[config.mk]
export PLATFORM = sky130hd
export DESIGN_NAME = axi_alu_stream
export DESIGN_NICKNAME = d
export VERILOG_FILES = /design/src/rtl/axi_alu_pkg.sv /design/src/rtl/axi_alu_fifo.sv /design/src/rtl/axi_alu_stream.sv
export SDC_FILE = /design/constraint.sdc
export NUM_CORES = 1
export LEC_CHECK = 0
export CAP_MARGIN = 5
export CELL_PAD_IN_SITES_DETAIL_PLACEMENT = 0
export CELL_PAD_IN_SITES_GLOBAL_PLACEMENT = 2
export CORE_UTILIZATION = 42
export CTS_BUF_LIST = sky130_fd_sc_hd__clkbuf_16
export DETAILED_ROUTE_END_ITERATION = 8
export HOLD_SLACK_MARGIN = 0.08
export PLACE_DENSITY = 0.83
export SYNTH_ARGS = -nofsm -noshare
export SYNTH_HDL_FRONTEND = slang
export SYNTH_HIERARCHICAL = 1
export SYNTH_SLANG_ARGS = --single-unit
export TNS_END_PERCENT = 10
[constraint.sdc]
create_clock -name clk -period 6 [get_ports clk]
set_clock_uncertainty 0.1 [all_clocks]
set_input_delay 1.2 -clock clk [delete_from_list [all_inputs] [get_ports clk]]
set_output_delay 1.2 -clock clk [all_outputs]
set_load 0.05 [all_outputs]
[src/rtl/axi_alu_pkg.sv]
// ============================================================================
// Module  : axi_alu_pkg
// Brief   : Opcode encoding and width helpers shared by the ALU stream block.
// Revision: 1.0
// ============================================================================
`default_nettype none

package axi_alu_pkg;

    typedef enum logic [1:0] {
        OP_ADD = 2'b00,
        OP_SUB = 2'b01,
        OP_AND = 2'b10,
        OP_MUL = 2'b11
    } op_e;

    function automatic int calc_iw(input int opw);
        return 2 + 2 * opw;
    endfunction

    function automatic int calc_ow(input int opw);
        return 2 + 2 * opw;
    endfunction

    function automatic int calc_lw(input int depth);
        return $clog2(depth + 1);
    endfunction

endpackage

`default_nettype wire

[src/rtl/axi_alu_fifo.sv]
// ============================================================================
// Module  : axi_alu_fifo
// Brief   : Synchronous FIFO with occupancy count; output reads 0 when empty.
// Revision: 1.0
// ============================================================================
`default_nettype none

module axi_alu_fifo #(
    parameter int WIDTH = 10,
    parameter int DEPTH = 4,
    parameter int LW    = $clog2(DEPTH + 1)
) (
    input  logic             clk,
    input  logic             reset,
    input  logic             wr_en,
    input  logic [WIDTH-1:0] wr_data,
    input  logic             rd_en,
    output logic [WIDTH-1:0] rd_data,
    output logic [LW-1:0]    count,
    output logic             full,
    output logic             empty
);

    localparam int PW = (DEPTH > 1) ? $clog2(DEPTH) : 1;

    logic [WIDTH-1:0] mem [DEPTH];
    logic [PW-1:0]    wr_ptr;
    logic [PW-1:0]    rd_ptr;
    logic             push;
    logic             pop;

    assign full  = (count == LW'(DEPTH));
    assign empty = (count == '0);
    assign push  = wr_en && !full;
    assign pop   = rd_en && !empty;

    // DEPTH is a power of two, so the pointers wrap by natural overflow.
    always_ff @(posedge clk or negedge reset) begin
        if (!reset) begin
            wr_ptr <= '0;
            rd_ptr <= '0;
            count  <= '0;
        end else begin
            if (push) wr_ptr <= wr_ptr + 1'b1;
            if (pop)  rd_ptr <= rd_ptr + 1'b1;
            case ({push, pop})
                2'b10:   count <= count + 1'b1;
                2'b01:   count <= count - 1'b1;
                default: count <= count;
            endcase
        end
    end

    // Storage needs no reset: stale entries are unreachable once count is 0.
    always_ff @(posedge clk) begin
        if (push) mem[wr_ptr] <= wr_data;
    end

    assign rd_data = empty ? '0 : mem[rd_ptr];

endmodule

`default_nettype wire

[src/rtl/axi_alu_stream.sv]
// ============================================================================
// Module  : axi_alu_stream
// Brief   : Streaming ALU (add/sub/and/mul) feeding a result FIFO.
// Revision: 1.0
// ============================================================================
`default_nettype none

module axi_alu_stream
    import axi_alu_pkg::*;
#(
    parameter int OPW   = 4,
    parameter int DEPTH = 4
) (
    input  logic                        clk,
    input  logic                        reset,
    input  logic [calc_iw(OPW)-1:0]     rdata,
    input  logic                        rvalid,
    output logic                        rready,
    output logic [calc_ow(OPW)-1:0]     wdata,
    output logic                        wvalid,
    input  logic                        wready,
    output logic [calc_lw(DEPTH)-1:0]   level,
    output logic [15:0]                 op_count
);

    localparam int IW = calc_iw(OPW);
    localparam int OW = calc_ow(OPW);
    localparam int LW = calc_lw(DEPTH);
    localparam int RW = 2 * OPW;

    op_e            op;
    logic [OPW-1:0] a;
    logic [OPW-1:0] b;
    logic [OPW:0]   sum;
    logic [RW-1:0]  a_ext;
    logic [RW-1:0]  b_ext;
    logic [RW-1:0]  res;
    logic           ovf;
    logic [OW-1:0]  result;
    logic           full;
    logic           empty;

    assign op    = op_e'(rdata[IW-1 -: 2]);
    assign a     = rdata[RW-1 -: OPW];
    assign b     = rdata[OPW-1:0];
    assign a_ext = {{OPW{1'b0}}, a};
    assign b_ext = {{OPW{1'b0}}, b};
    assign sum   = {1'b0, a} + {1'b0, b};

    always_comb begin
        res = '0;
        ovf = 1'b0;
        case (op)
            OP_ADD: begin
                res = {{(OPW-1){1'b0}}, sum};
                ovf = sum[OPW];
            end
            OP_SUB: begin
                res = a_ext - b_ext;
                ovf = (a < b);
            end
            OP_AND:  res = a_ext & b_ext;
            OP_MUL:  res = a_ext * b_ext;
            default: res = '0;
        endcase
    end

    assign result = {ovf, (res == '0), res};

    // rready is gated by reset so it stays low while reset is held.
    assign rready = reset && !full;
    assign wvalid = !empty;

    axi_alu_fifo #(
        .WIDTH (OW),
        .DEPTH (DEPTH),
        .LW    (LW)
    ) u_fifo (
        .clk     (clk),
        .reset   (reset),
        .wr_en   (rvalid),
        .wr_data (result),
        .rd_en   (wready),
        .rd_data (wdata),
        .count   (level),
        .full    (full),
        .empty   (empty)
    );

    always_ff @(posedge clk or negedge reset) begin
        if (!reset) begin
            op_count <= '0;
        end else if (wvalid && wready) begin
            op_count <= op_count + 16'd1;
        end
    end

endmodule

`default_nettype wire
# After elaboration in Yosys (flattened, before gate mapping)
# Memory sizes are Yosys's and may differ from the RTL's.
# Index checks and enable logic that the tools add are counted.
[classes]
addsub = 7
multipliers = 1
n_lt_le_gt_ge = 1
eq_ne = 6
n_mux = 6
bitwise_logic = 1
n_reduce_logical = 9
[op_table]
columns = ["op", "n"]
rows = [
  ["$pmux W8 S4", 1],
  ["$add A16 B1 Y16 const B", 1],
  ["$mux W10", 1],
  ["$logic_not A8 Y1", 1],
  ["$mul A4 B4 Y8", 1],
  ["$eq A2 B2 Y1 const B", 3],
  ["$pmux W3 S2", 1],
  ["$add A4 B4 Y5", 1],
  ["$sub A4 B4 Y5", 1],
  ["$add A2 B1 Y2 const B", 2],
  ["$and A4 B4 Y4", 1],
  ["$eq A2 B1 Y1 const B", 2],
  ["$lt A4 B4 Y1", 1],
  ["$add A3 B1 Y3 const B", 1],
  ["$eq A3 B3 Y1 const B", 1],
  ["$logic_and A1 B1 Y1", 3],
  ["$logic_not A3 Y1", 1],
  ["$sub A3 B1 Y3 const B", 1],
  ["$logic_not A1 Y1", 2],
  ["$logic_not A2 Y1", 1],
  ["$mux W1", 2],
  ["$pmux W1 S2", 1],
  ["$reduce_bool A2 Y1", 1],
]
[totals]
reg_bits = 23
mem_bits_rw = 40
inputBits = 14
output_inout_bits = 31
word_cells = 36
mem_count = 1
[memory_table]
columns = ["memory", "depth", "word_bits", "rd", "rd_ports_with_merged_regs", "wr", "line_no", "rtl"]
rows = [
  ["u_fifo.mem", 4, 10, 1, 0, 1, "axi_alu_fifo.sv:26", "logic [WIDTH-1:0] mem [DEPTH];"],
]

# Longest topological paths before layout
# Gate-level depths: netlist (run 1).
[logic_depth]
word_depth = 5
depth_mapped = 12
ltp_nobuf = 12

# Modules after synthesis
# Netlist (run 1), hierarchy kept.
[by_module_without_submodules]
columns = ["mod", "instances", "cells_each", "area_each_um2", "seq_area_each_um2"]
rows = [
  ["axi_alu_fifo", 1, 101, 2004.4, 1376.3],
  ["axi_alu_stream", 1, 172, 1620.3, 400.4],
]

# Least setup slack after synthesis (run 1)
# OpenSTA, ideal clock, no wires.
[synth_path]
kind = "input port to flip-flop"
startpoint = "input port rdata[4]"
endpoint = "memory u_fifo.mem[0][8], data pin"
setup_time_ns = 0.185
arrival_time_ns = 3.855
path_slack_ns = 1.860
cell_stages = 11
path_buffers = 0
path_cell_list = "nand2_1 > fa_1 > inv_1 > fa_1 > inv_1 > fa_1 > nor2b_1 > o22ai_1 > a211o_1 > nand4b_1 > a211oi_2"
[synth_between]
elab_chain_cells = 3
word_cells_on_any_way = 6
[synth_lines]
columns = ["element", "line_no", "rtl"]
rows = [
  ["start, declared", "axi_alu_stream.sv:16", "input logic [calc_iw(OPW)-1:0] rdata,"],
  ["$mul A4 B4 Y8 or $sub A4 B4 Y5 (tied branches)", "axi_alu_stream.sv:63, axi_alu_stream.sv:59", ""],
  ["$pmux W8 S4 (*)", "axi_alu_stream.sv:53", "case (op)"],
  ["net res[6]", "axi_alu_stream.sv:37", "logic [RW-1:0] res;"],
  ["$logic_not A8 Y1 (*)", "axi_alu_stream.sv:68", "assign result = {ovf, (res == '0), res};"],
  ["net result[8]", "axi_alu_stream.sv:39", "logic [OW-1:0] result;"],
  ["end, declared", "axi_alu_fifo.sv:26", ""],
]
# The timed path passes the listed nets; every way through them passes the cells marked *.

# Worst setup path in the final report (run 1)
[layout_path]
startpoint = "input port rdata[5]"
endpoint = "memory u_fifo.mem[0][8], data pin"
# The elaborated chain is that of the path after synthesis.

==> results of run 1 <==
-- kinds of logic after synthesis --
family / after synthesis / share of synthesized area
compound gates: 28 / 0.0614
fa+ha+maj: 33 / 0.128
mux: 14 / 0.0794
buf+inv: 28 / 0.0349
simple gates: 84 / 0.150
xor+xnor: 23 / 0.0556
flops: 63 / 0.490
-- flip-flops by register name (all words and copies together) (netlist names) --
signal         count
op_count          16
u_fifo/mem        40
u_fifo/rd_ptr      2
u_fifo/count       3
u_fifo/wr_ptr      2
-- metal layers --
metal  up-vias  track usage
met2        39        0.249
met5         -            0
li1       1079            -
met1      1048        0.215
met3         9       0.0370
met4         0       0.0707
-- synthesized netlist by cell type, types with 3 or more instances --
| master | number |
|---|---|
| sky130_fd_sc_hd__a21o_1 | 4 |
| sky130_fd_sc_hd__a21oi_1 | 4 |
| sky130_fd_sc_hd__and2_1 | 15 |
| sky130_fd_sc_hd__dfrtp_1 | 23 |
| sky130_fd_sc_hd__edfxtp_1 | 40 |
| sky130_fd_sc_hd__fa_1 | 7 |
| sky130_fd_sc_hd__ha_1 | 26 |
| sky130_fd_sc_hd__inv_1 | 23 |
| sky130_fd_sc_hd__mux4_2 | 9 |
| sky130_fd_sc_hd__nand2_1 | 14 |
| sky130_fd_sc_hd__nand3_1 | 5 |
| sky130_fd_sc_hd__nand4_1 | 3 |
| sky130_fd_sc_hd__nor2_1 | 10 |
| sky130_fd_sc_hd__nor2b_1 | 9 |
| sky130_fd_sc_hd__nor2b_4 | 8 |
| sky130_fd_sc_hd__nor3_1 | 3 |
| sky130_fd_sc_hd__o21ai_0 | 4 |
| sky130_fd_sc_hd__xnor2_1 | 15 |
| sky130_fd_sc_hd__xor2_1 | 8 |
-- placed cells by master (no fill, tap or decap), types with 3 or more instances in the layout --
cell type and count:
sky130_fd_sc_hd__a21o_1 4, sky130_fd_sc_hd__a21oi_1 4, sky130_fd_sc_hd__and2_1 15, sky130_fd_sc_hd__clkbuf_16 9
sky130_fd_sc_hd__clkdlybuf4s50_1 44, sky130_fd_sc_hd__clkinv_2 3, sky130_fd_sc_hd__dfrtp_1 23, sky130_fd_sc_hd__edfxtp_1 40
sky130_fd_sc_hd__fa_1 7, sky130_fd_sc_hd__ha_1 26, sky130_fd_sc_hd__inv_1 26, sky130_fd_sc_hd__mux4_2 9
sky130_fd_sc_hd__nand2_1 14, sky130_fd_sc_hd__nand3_1 5, sky130_fd_sc_hd__nand4_1 3, sky130_fd_sc_hd__nor2_1 10
sky130_fd_sc_hd__nor2b_1 9, sky130_fd_sc_hd__nor2b_4 8, sky130_fd_sc_hd__o21ai_0 4, sky130_fd_sc_hd__xnor2_1 15
sky130_fd_sc_hd__xor2_1 8
-- worst max path at each step --
stage,endpoint
global placement,u_fifo/mem[0][8]
floorplan,u_fifo/mem[0][8]
detailed placement,u_fifo/mem[0][8]
global route,u_fifo/mem[0][8]
CTS,u_fifo/mem[0][8]
finish,u_fifo/mem[0][8]
-- power by group --
group | internal [mW] | switching (mW)
Sequential | 0.582 | 0.0903
Clock | 0.272 | 0.165
Combinational | 0.396 | 0.557
-- stage by stage --
stage	utilization	worst slack [ns]	hold WS [ns]
after global routing	0.534	1.09	0.397
after global placement	0.503	1.06	0.361
after CTS	0.534	1.33	0.375
after detailed placement	0.503	1.02	0.363
final	0.534	1.34	0.371
after floorplan	-	1.86	0.434
-- final cells by class --
class	instances	area, um^2	share of cell area
repair buffers	46	455	0.103
clock inverters	7	32.5	0.00734
multi-input cells	182	1730	0.389
flip-flops and latches	63	1780	0.401
clock buffers	9	225	0.0508
well taps	105	131	0.0296
inverters	23	86.3	0.0195
==> Flow_metrics.wiki, run 1 <==
{| class="wikitable"
! Metric !! Value
|-
| Maximum level of the CTS H-tree || 3
|-
| DPL Wire Length || 4.90 mm
|-
| DRT iter0 DRCs || 86
|-
| Synthesized Nets || 320
|-
| Cell leakage power || 1.88 nW
|-
| Antenna fix cells || 0
|-
| Highest Signal Layer || met4
|-
| Number of top-level pins || 45
|-
| Min-Delay Path Depth || 1
|-
| First-pass GRT wire length || 10.6 mm
|-
| Starting density of the core || 0.437
|-
| Total length of routed met2 wires || 3.02 mm
|-
| Remaining global-route overflow || 0
|-
| Post-CTS setup buffer count || 0
|-
| Layout-stage area growth over the synthesis result || 22.3%
|-
| Count of buffering cells on the critical path with inverters included || 3
|-
| Post-layout instance area || 4430 um^2
|-
| Number of antenna violations at the first check in global routing || 0
|-
| Critical path startpoint || rdata[5]
|-
| Synth Instances || 273
|-
| Die outline width || 94.9 um
|-
| Worst slew margin relative to its limit || 0.452
|-
| Count of final hold-check violations || 0
|-
| Post-synthesis cell type count || 52
|-
| Number of gates on the worst path with buffers counted || 12
|-
| Largest net degree at the start of global routing || 25
|-
| Post-synthesis instance area || 3620 um^2
|-
| Setup violations, final || 0
|-
| Crit path arrival time || 4.68 ns
|-
| Mean post-synth cell area || 13.3 um^2
|-
| Quantity of I/O buffers inserted on ports || 44
|-
| Worst-path maximum fanout || 7
|-
| Number of filler instances in the final layout || 701
|-
| Worst hold start || op_count[15]
|-
| Detail-routed via count per cell || 5.00
|-
| Clk pin slew, worst setup/hold paths || 0.05 ns
|-
| Overall Power || 2.06 mW
|-
| Fraction of layout instances using a drive strength above 1 || 0.130
|-
| Number of remaining DRC errors || 0
|-
| Total power density per cell area || 465 nW/um^2
|-
| Full die area || 9010 um^2
|-
| Tcrit/Tclk final || 0.776
|-
| Outcome || finished, final reports clean
|-
| Top cell type's share of synthesized area || 0.331
|-
| Sequential fraction of the synthesis area || 0.490
|-
| Data required, critical path || 6.02 ns
|-
| Wire length on met3 || 140 um
|-
| Last weighted congestion value of the routability-driven placer || 0.793
|-
| FF+latch count, synth || 63
|-
| CTS sink count || 63
|-
| Average routed wire per standard cell || 14.8 um
|-
| Critical-path cell with the highest stage delay || sky130_fd_sc_hd__clkdlybuf4s50_1
|-
| Reg-to-reg critical path endpoint || u_fifo/count[2]
|-
| Count of warnings emitted by yosys || 6
|-
| Die H || 94.9 um
|-
| Number of max-capacitance violations reported || 0
|-
| Clock root buffer || sky130_fd_sc_hd__clkbuf_16
|-
| Max Transition Viols Final || 0
|-
| TritonCTS clock tree || yes
|-
| Total Neg Setup Slack || 0 ns
|-
| Peak supply drop || 0.196 mV
|-
| Synth area leader || sky130_fd_sc_hd__edfxtp_1
|-
| Antenna Nets Post-Route || 0
|-
| R2R setup slack || 3.73 ns
|-
| Cts bufs inserted || 9
|-
| Via Count || 2175
|-
| Core area || 8300 um^2
|-
| Highest Clock Rate || 215 MHz
|-
| Worst hold path endpoint || op_count[15]
|-
| Most frequently used flop master after synthesis || sky130_fd_sc_hd__edfxtp_1
|-
| Post-CTS sizing || 0
|-
| Cell family with most CP delay || adder cells
|-
| Cell-by-cell trace of the critical path || clkdlybuf4s50_1 > nand2_1 > fa_1 > inv_1 > fa_1 > inv_1 > fa_1 > nor2b_1 > o22ai_1 > a211o_1 > nand4b_1 > a211oi_2
|-
| Category of the most critical setup path || in2reg
|-
| Setup repair after global routing missed its margin || no
|-
| Worst R2R Path Depth || 9
|-
| Source-to-sink clock delay at the later pin of the worst-skew pair || 0.32 ns
|-
| Crit Reg-Reg Startpoint || u_fifo/count[0]
|-
| First-pass DRT Iterations || 4
|-
| Total routed wirelength || 6.46 mm
|-
| Synth async-reset ratio || 0.365
|-
| All-layer global routing usage || 0.161
|-
| Kind of capture point of the worst setup path || register
|-
| Dominant cell type by count on the critical path || sky130_fd_sc_hd__fa_1
|-
| Top cells by area, synth || sky130_fd_sc_hd__edfxtp_1, sky130_fd_sc_hd__dfrtp_1, sky130_fd_sc_hd__ha_1, sky130_fd_sc_hd__mux4_2, sky130_fd_sc_hd__fa_1
|-
| Routed met1 length || 3.18 mm
|-
| Total number of nets in the final design || 372
|-
| Placed inst area || 4180 um^2
|-
| Final Non-Filler Cells || 435
|-
| Stage delay of the slowest cell on the critical path || 0.63 ns
|-
| Post-layout minimum cycle time || 4.66 ns
|-
| Number of buffers on the longest clock path || 2
|-
| Number of synthesized flops with an enable pin || 40
|-
| Worst Max-Slew Pin Slew || 0.815 ns
|-
| Number of cells in the design after placement || 419
|-
| Type of the tightest min-delay check || reg2reg
|-
| Number of global-route vias before repair || 2124
|-
| Row Count || 33
|-
| Sort of element at the start of the critical path || input port
|-
| CTS hold repair buffers || 0
|}
Note: power is estimated with default switching activity, not from simulation.
==> run 2: changes to the inputs <==
- CORE_UTILIZATION: 42 -> 39
- PLACE_DENSITY: 0.83 -> 0.77
- clock period: 6 -> 4.6 ns (I/O delays scaled with it)
==> Flow_metrics.wiki, run 2 (synthesis gave the netlist of run 1 again) <==
{| class="wikitable"
! Metric !! Value
|-
| Outcome || finished, violations left
|-
| Failing checks || DRC
|-
| Detail-routed via count per cell || 5.00 (about the same)
|-
| Dominant cell type by count on the critical path || sky130_fd_sc_hd__fa_1
|-
| Pint || 1.64 mW (+31%)
|-
| Largest registers || u_fifo/mem: 40 flops, op_count: 16 flops, u_fifo/count: 3 flops
|-
| Average routed wire per standard cell || 14.7 um (-0.96%)
|-
| Number of top-level pins || 45 (unchanged)
|-
| Source-to-sink clock delay at the later pin of the worst-skew pair || 0.32 ns (about the same)
|-
| Starting density of the core || 0.410 (-0.0271)
|-
| R2R setup slack || 2.17 ns (-1.56 ns)
|-
| Cts bufs inserted || 9 (unchanged)
|-
| Core area || 8850 um^2 (+6.6%)
|-
| First-pass GRT wire length || 10.7 mm (+0.26%)
|-
| Overall Power || 2.73 mW (+32%)
|-
| Commonest non-fill, non-tap cells in the layout || sky130_fd_sc_hd__clkdlybuf4s50_1, sky130_fd_sc_hd__edfxtp_1, sky130_fd_sc_hd__ha_1, sky130_fd_sc_hd__inv_1, sky130_fd_sc_hd__dfrtp_1
|-
| Flip-flop count of the largest register after layout || 40 (unchanged)
|-
| Tcrit/Tclk final || 0.913
|-
| Full die area || 9680 um^2 (+7.5%)
|-
| Setup repair after global routing missed its margin || no
|-
| Die outline width || 98.4 um (+3.7%)
|-
| Via Count || 2211 (+1.7%)
|-
| Row Count || 34 (+3.0%)
|-
| Total number of nets in the final design || 376 (+1.1%)
|-
| Post-layout minimum cycle time || 4.20 ns
|-
| Total power density per cell area || 608 nW/um^2 (+31%)
|-
| Number of global-route vias before repair || 2233 (+5.1%)
|-
| Total Neg Setup Slack || 0 ns (unchanged)
|-
| Quantity of I/O buffers inserted on ports || 44 (unchanged)
|-
| Sw frac || 0.399 (+0.00503)
|-
| Maximum level of the CTS H-tree || 3 (unchanged)
|-
| Type of the tightest min-delay check || reg2reg
|-
| Portion of total power attributed to the clock network || 0.222 (+0.010)
|-
| Post-CTS sizing || 0 (unchanged)
|-
| Worst slew margin relative to its limit || 0.533 (+0.0813)
|-
| Sort of element at the start of the critical path || input port
|-
| Min-Delay Path Depth || 1 (unchanged)
|-
| All-layer global routing usage || 0.146 (-0.0149)
|-
| First-pass DRT Iterations || 9 (+5)
|-
| Most common library cell in the layout ignoring fill and taps || sky130_fd_sc_hd__clkdlybuf4s50_1
|-
| Setup violations, final || 0 (unchanged)
|-
| Data required, critical path || 4.62 ns (-1.40 ns)
|-
| Sequential share of power || 0.323 (-0.003)
|-
| Peak supply drop || 0.239 mV (+22%)
|-
| Category of the most critical setup path || in2reg
|-
| Number of antenna violations at the first check in global routing || 0 (unchanged)
|-
| DRT iter0 DRCs || 58 (-33%)
|-
| Kind of capture point of the worst setup path || register
|-
| Crit path arrival time || 4.22 ns (-0.46 ns)
|-
| Cell-by-cell trace of the critical path || clkdlybuf4s50_1 > nand2_1 > fa_1 > inv_1 > fa_1 > inv_1 > fa_1 > nor2b_1 > o22ai_1 > a211o_1 > nand4b_1 > a211oi_2
|-
| Fraction of layout instances using a drive strength above 1 || 0.150 (+0.0194)
|-
| Last weighted congestion value of the routability-driven placer || 0.789 (-0.48%)
|-
| Stage delay of the slowest cell on the critical path || 0.55 ns (-0.08 ns)
|-
| Worst-path maximum fanout || 4 (-3)
|-
| Register with the most flip-flops || u_fifo/mem
|-
| Worst hold start || op_count[15]
|-
| CTS sink count || 63 (unchanged)
|-
| Total routed wirelength || 6.50 mm (+0.63%)
|-
| Area taken by multi-input logic gates || 1730 um^2 (unchanged)
|-
| Largest net degree at the start of global routing || 24 (-4.0%)
|-
| Critical-path cell with the highest stage delay || sky130_fd_sc_hd__fa_1
|-
| Die H || 98.4 um (+3.7%)
|-
| Remaining global-route overflow || 0 (unchanged)
|-
| Layout-stage area growth over the synthesis result || 23.7%
|-
| Reg-to-reg critical path endpoint || u_fifo/count[2]
|-
| Net switching power || 1.09 mW (+34%)
|-
| Post-CTS setup buffer count || 0 (unchanged)
|-
| CTS hold repair buffers || 0 (unchanged)
|-
| Clk pin slew, worst setup/hold paths || 0.05 ns (about the same)
|-
| TritonCTS clock tree || yes
|-
| Worst hold path endpoint || op_count[15]
|-
| Count of final hold-check violations || 0 (unchanged)
|-
| Critical path startpoint || rdata[4]
|-
| Combinational group share of total power || 0.456 (-0.006)
|-
| Final hold slack || 0.364 ns (-0.00724 ns)
|-
| Max Transition Viols Final || 0 (unchanged)
|-
| Sequential cell area || 1780 um^2 (unchanged)
|-
| Cell leakage power || 1.88 nW (+0.21%)
|-
| Worst Max-Slew Pin Slew || 0.694 ns (-0.121 ns)
|-
| Clock root buffer || sky130_fd_sc_hd__clkbuf_16
|-
| Number of filler instances in the final layout || 812 (+16%)
|-
| Antenna Nets Post-Route || 0 (unchanged)
|-
| Number of remaining DRC errors || 4 (+4)
|-
| Highest Clock Rate || 238 MHz
|-
| Worst R2R Path Depth || 9 (unchanged)
|-
| Number of buffers on the longest clock path || 2 (unchanged)
|-
| Number of max-capacitance violations reported || 0 (unchanged)
|-
| Crit Reg-Reg Startpoint || u_fifo/count[0]
|-
| DPL Wire Length || 4.92 mm (+0.50%)
|-
| Antenna fix cells || 0 (unchanged)
|}
==> run 2: metrics by stage <==
stage | setup WS (ns) | cell area [um^2] | cells | util
finish | 0.400 | 4490 | 442 | 0.507
global route | 0.214 | 4490 | 442 | 0.507
CTS | 0.383 | 4490 | 442 | 0.507
detailed placement | 0.0473 | 4210 | 426 | 0.476
global placement | 0.116 | 4210 | 426 | 0.476
floorplan | 0.740 | 3620 | 273 | -
==> run 2: worst max path at each step <==
| stage | cells after the start | end | slack [ns] |
|---|---|---|---|
| 4_1_cts | 12 | u_fifo/mem[1][8] | 0.38 |
| 2_1_floorplan | 11 | u_fifo/mem[0][8] | 0.74 |
| 5_1_grt | 12 | u_fifo/mem[1][8] | 0.21 |
| 6_report | 12 | u_fifo/mem[1][8] | 0.40 |
| 3_5_place_dp | 12 | u_fifo/mem[0][8] | 0.05 |
| 3_3_place_gp | 12 | u_fifo/mem[1][8] | 0.12 |
==> run 2: power by group through the flow <==
| stage | Sequential, mW | Clock (mW) | Combinational (mW) |
|---|---|---|---|
| 3_3_place_gp | 0.891 | 0 | 1.25 |
| 5_1_grt | 0.904 | 0.639 | 1.33 |
| 2_1_floorplan | 0.976 | 0 | 0.816 |
| 3_5_place_dp | 0.896 | 0 | 1.26 |
| 4_1_cts | 0.886 | 0.617 | 1.26 |
| 6_report | 0.880 | 0.605 | 1.24 |
==> run 2: final cells by class <==
type / instances / area share
inverter: 23 / 0.0192
multi-input combinational: 182 / 0.385
sequential: 63 / 0.396
timing repair buffer: 50 / 0.108
clock buffer: 9 / 0.0502
tap: 108 / 0.0301
clock inverter: 7 / 0.0112
==> run 2: worst max-delay path: cells and delay by family <==
| kind | cells | cell delay, ns |
|---|---|---|
| AO/OA/AOI/OAI | 3 | 0.68 |
| AND/OR/NAND/NOR | 3 | 0.47 |
| buffers and inverters | 3 | 0.62 |
| adder cells (fa/ha/maj) | 3 | 1.50 |
==> run 2: per-layer routing <==
layer / routed length, um / GRT usage / up-vias / share of wire
met2: 3190 / 0.250 / 43 / 0.49
met1: 3010 / 0.179 / 1063 / 0.46
met4: 89 / 0.0654 / 0 / 0.014
li1: - / - / 1100 / -
met3: 211 / 0.0279 / 5 / 0.032
met5: 0 / 0 / - / 0
==> run 3: changes to the inputs <==
- CORE_MARGIN: default -> 4
- REMOVE_ABC_BUFFERS: default -> 1
==> Flow_metrics.wiki, run 3 (synthesis gave the netlist of run 1 again) <==
{| class="wikitable"
! Metric !! Value
|-
| Type of the tightest min-delay check || reg2reg
|-
| R2R setup slack || 2.38 ns (+0.21 ns)
|-
| Post-CTS setup buffer count || 0 (unchanged)
|-
| Highest Clock Rate || 238 MHz (-0.19%)
|-
| Min-Delay Path Depth || 1 (unchanged)
|-
| Dominant cell type by count on the critical path || sky130_fd_sc_hd__fa_1
|-
| Count of final hold-check violations || 0 (unchanged)
|-
| Sw frac || 0.379 (-0.0202)
|-
| Commonest non-fill, non-tap cells in the layout || sky130_fd_sc_hd__clkdlybuf4s50_1, sky130_fd_sc_hd__edfxtp_1, sky130_fd_sc_hd__ha_1, sky130_fd_sc_hd__inv_1, sky130_fd_sc_hd__dfrtp_1
|-
| Largest net degree at the start of global routing || 24 (unchanged)
|-
| Clock root buffer || sky130_fd_sc_hd__clkbuf_16
|-
| First-pass DRT Iterations || 4 (-5)
|-
| Number of antenna violations at the first check in global routing || 0 (unchanged)
|-
| Cell leakage power || 1.92 nW (+2.1%)
|-
| Outcome || finished, final reports clean
|-
| Average routed wire per standard cell || 15.6 um (+6.0%)
|-
| Layout-stage area growth over the synthesis result || 25.0%
|-
| Total routed wirelength || 6.92 mm (+6.5%)
|-
| Sequential share of power || 0.314 (-0.009)
|-
| Kind of capture point of the worst setup path || register
|-
| CTS hold repair buffers || 0 (unchanged)
|-
| Data required, critical path || 4.62 ns (about the same)
|-
| Full die area || 10900 um^2 (+13%)
|-
| Remaining global-route overflow || 0 (unchanged)
|-
| Category of the most critical setup path || in2reg
|-
| Detail-routed via count per cell || 5.05 (+0.95%)
|-
| Number of max-capacitance violations reported || 0 (unchanged)
|-
| Clk pin slew, worst setup/hold paths || 0.05 ns (about the same)
|-
| Worst slew margin relative to its limit || 0.477 (-0.0560)
|-
| Overall Power || 2.81 mW (+2.9%)
|-
| All-layer global routing usage || 0.137 (-0.00845)
|-
| Net switching power || 1.06 mW (-2.3%)
|-
| Cell-by-cell trace of the critical path || clkdlybuf4s50_1 > nand2_1 > fa_1 > inv_1 > fa_1 > inv_1 > fa_1 > nor2b_1 > o22ai_1 > a211o_1 > nand4b_1 > a211oi_2
|-
| Most common library cell in the layout ignoring fill and taps || sky130_fd_sc_hd__clkdlybuf4s50_1
|-
| Reg-to-reg critical path endpoint || u_fifo/count[2]
|-
| Cts bufs inserted || 9 (unchanged)
|-
| Portion of total power attributed to the clock network || 0.243 (+0.021)
|-
| Crit path arrival time || 4.22 ns (about the same)
|-
| Setup repair after global routing missed its margin || no
|-
| Via Count || 2242 (+1.4%)
|-
| Worst hold path endpoint || op_count[15]
|-
| Antenna Nets Post-Route || 0 (unchanged)
|-
| Total number of nets in the final design || 378 (+0.53%)
|-
| Post-layout minimum cycle time || 4.21 ns (+0.00779 ns)
|-
| Number of filler instances in the final layout || 793 (-2.3%)
|-
| TritonCTS clock tree || yes
|-
| Total Neg Setup Slack || 0 ns (unchanged)
|-
| Fraction of layout instances using a drive strength above 1 || 0.143 (-0.00684)
|-
| Register with the most flip-flops || u_fifo/mem
|-
| Number of remaining DRC errors || 0 (-4)
|-
| Source-to-sink clock delay at the later pin of the worst-skew pair || 0.32 ns (about the same)
|-
| Stage delay of the slowest cell on the critical path || 0.56 ns (about the same)
|-
| DRT iter0 DRCs || 78 (+34%)
|-
| Worst R2R Path Depth || 9 (unchanged)
|-
| Setup violations, final || 0 (unchanged)
|-
| Worst Max-Slew Pin Slew || 0.778 ns (+0.0833 ns)
|-
| Die outline width || 104 um (+6.1%)
|-
| First-pass GRT wire length || 11.8 mm (+10%)
|-
| CTS sink count || 63 (unchanged)
|-
| Number of buffers on the longest clock path || 2 (unchanged)
|-
| Flip-flop count of the largest register after layout || 40 (unchanged)
|-
| Sequential cell area || 1780 um^2 (unchanged)
|-
| Largest registers || u_fifo/mem: 40 flops, op_count: 16 flops, u_fifo/count: 3 flops
|-
| Antenna fix cells || 0 (unchanged)
|-
| Core area || 8890 um^2 (+0.48%)
|-
| Crit Reg-Reg Startpoint || u_fifo/count[0]
|-
| Critical-path cell with the highest stage delay || sky130_fd_sc_hd__fa_1
|-
| Critical path startpoint || rdata[4]
|-
| Max Transition Viols Final || 0 (unchanged)
|-
| Maximum level of the CTS H-tree || 3 (unchanged)
|-
| Combinational group share of total power || 0.443 (-0.013)
|-
| Total power density per cell area || 619 nW/um^2 (+1.9%)
|-
| Number of top-level pins || 45 (unchanged)
|-
| Post-CTS sizing || 0 (unchanged)
|-
| Worst hold start || op_count[15]
|-
| Worst-path maximum fanout || 4 (unchanged)
|-
| Sort of element at the start of the critical path || input port
|-
| Row Count || 34 (unchanged)
|-
| Quantity of I/O buffers inserted on ports || 44 (unchanged)
|-
| Tcrit/Tclk final || 0.915 (+0.00169)
|-
| Die H || 104 um (+6.1%)
|-
| Peak supply drop || 0.244 mV (+2.1%)
|-
| Pint || 1.74 mW (+6.4%)
|-
| Number of global-route vias before repair || 2361 (+5.7%)
|-
| Starting density of the core || 0.408 (-0.00196)
|-
| Last weighted congestion value of the routability-driven placer || 0.728 (-7.7%)
|-
| DPL Wire Length || 5.22 mm (+6.0%)
|-
| Area taken by multi-input logic gates || 1730 um^2 (unchanged)
|}
==> run 3: power by group through the flow <==
stage	logic (mW)	clock network (mW)	registers, mW
global route	1.34	0.717	0.904
finish	1.24	0.682	0.882
global placement	1.25	0	0.888
CTS	1.26	0.700	0.888
floorplan	0.767	0	1.00
detailed placement	1.26	0	0.898
==> run 3: worst max-delay path: cells and delay by family <==
family	cells	cell delay, ns
buffers and inverters	3	0.61
AND/OR/NAND/NOR	3	0.48
AO/OA/AOI/OAI	3	0.70
adder cells (fa/ha/maj)	3	1.51
==> run 3: per-stage QoR <==
step	hold WS, ns	setup WS (ns)	cells	utilization	cell area (um^2)
final	0.380	0.392	444	0.510	4530
after global routing	0.413	0.100	444	0.510	4530
after CTS	0.380	0.376	444	0.510	4530
after detailed placement	0.373	0.0473	428	0.475	4230
after global placement	0.367	0.129	428	0.475	4230
after floorplan	0.434	0.277	268	-	3580
==> run 3: worst max path at each step <==
stage                                  end  cells after the start
after global placement    u_fifo/mem[0][8]                     12
after floorplan                     wvalid                      2
final                     u_fifo/mem[1][8]                     12
after detailed placement  u_fifo/mem[0][8]                     12
after CTS                 u_fifo/mem[2][8]                     12
after global routing      u_fifo/mem[2][8]                     12
==> run 3: layout make-up <==
type                    instances  share of cell area
clock buffers                   9              0.0497
clock inverters                 7              0.0177
inverters                      23              0.0191
multi-input cells             182               0.381
flip-flops and latches         63               0.392
well taps                     108              0.0298
repair buffers                 52               0.110
==> run 3: metal layers <==
layer / share of wire / wire length, um / global-route usage / vias to the layer above
met5: 0 / 0 / 0 / -
met3: 0.042 / 293 / 0.0292 / 11
met2: 0.48 / 3330 / 0.226 / 54
met4: 0.019 / 129 / 0.0560 / 0
met1: 0.46 / 3170 / 0.176 / 1085
li1: - / - / - / 1092
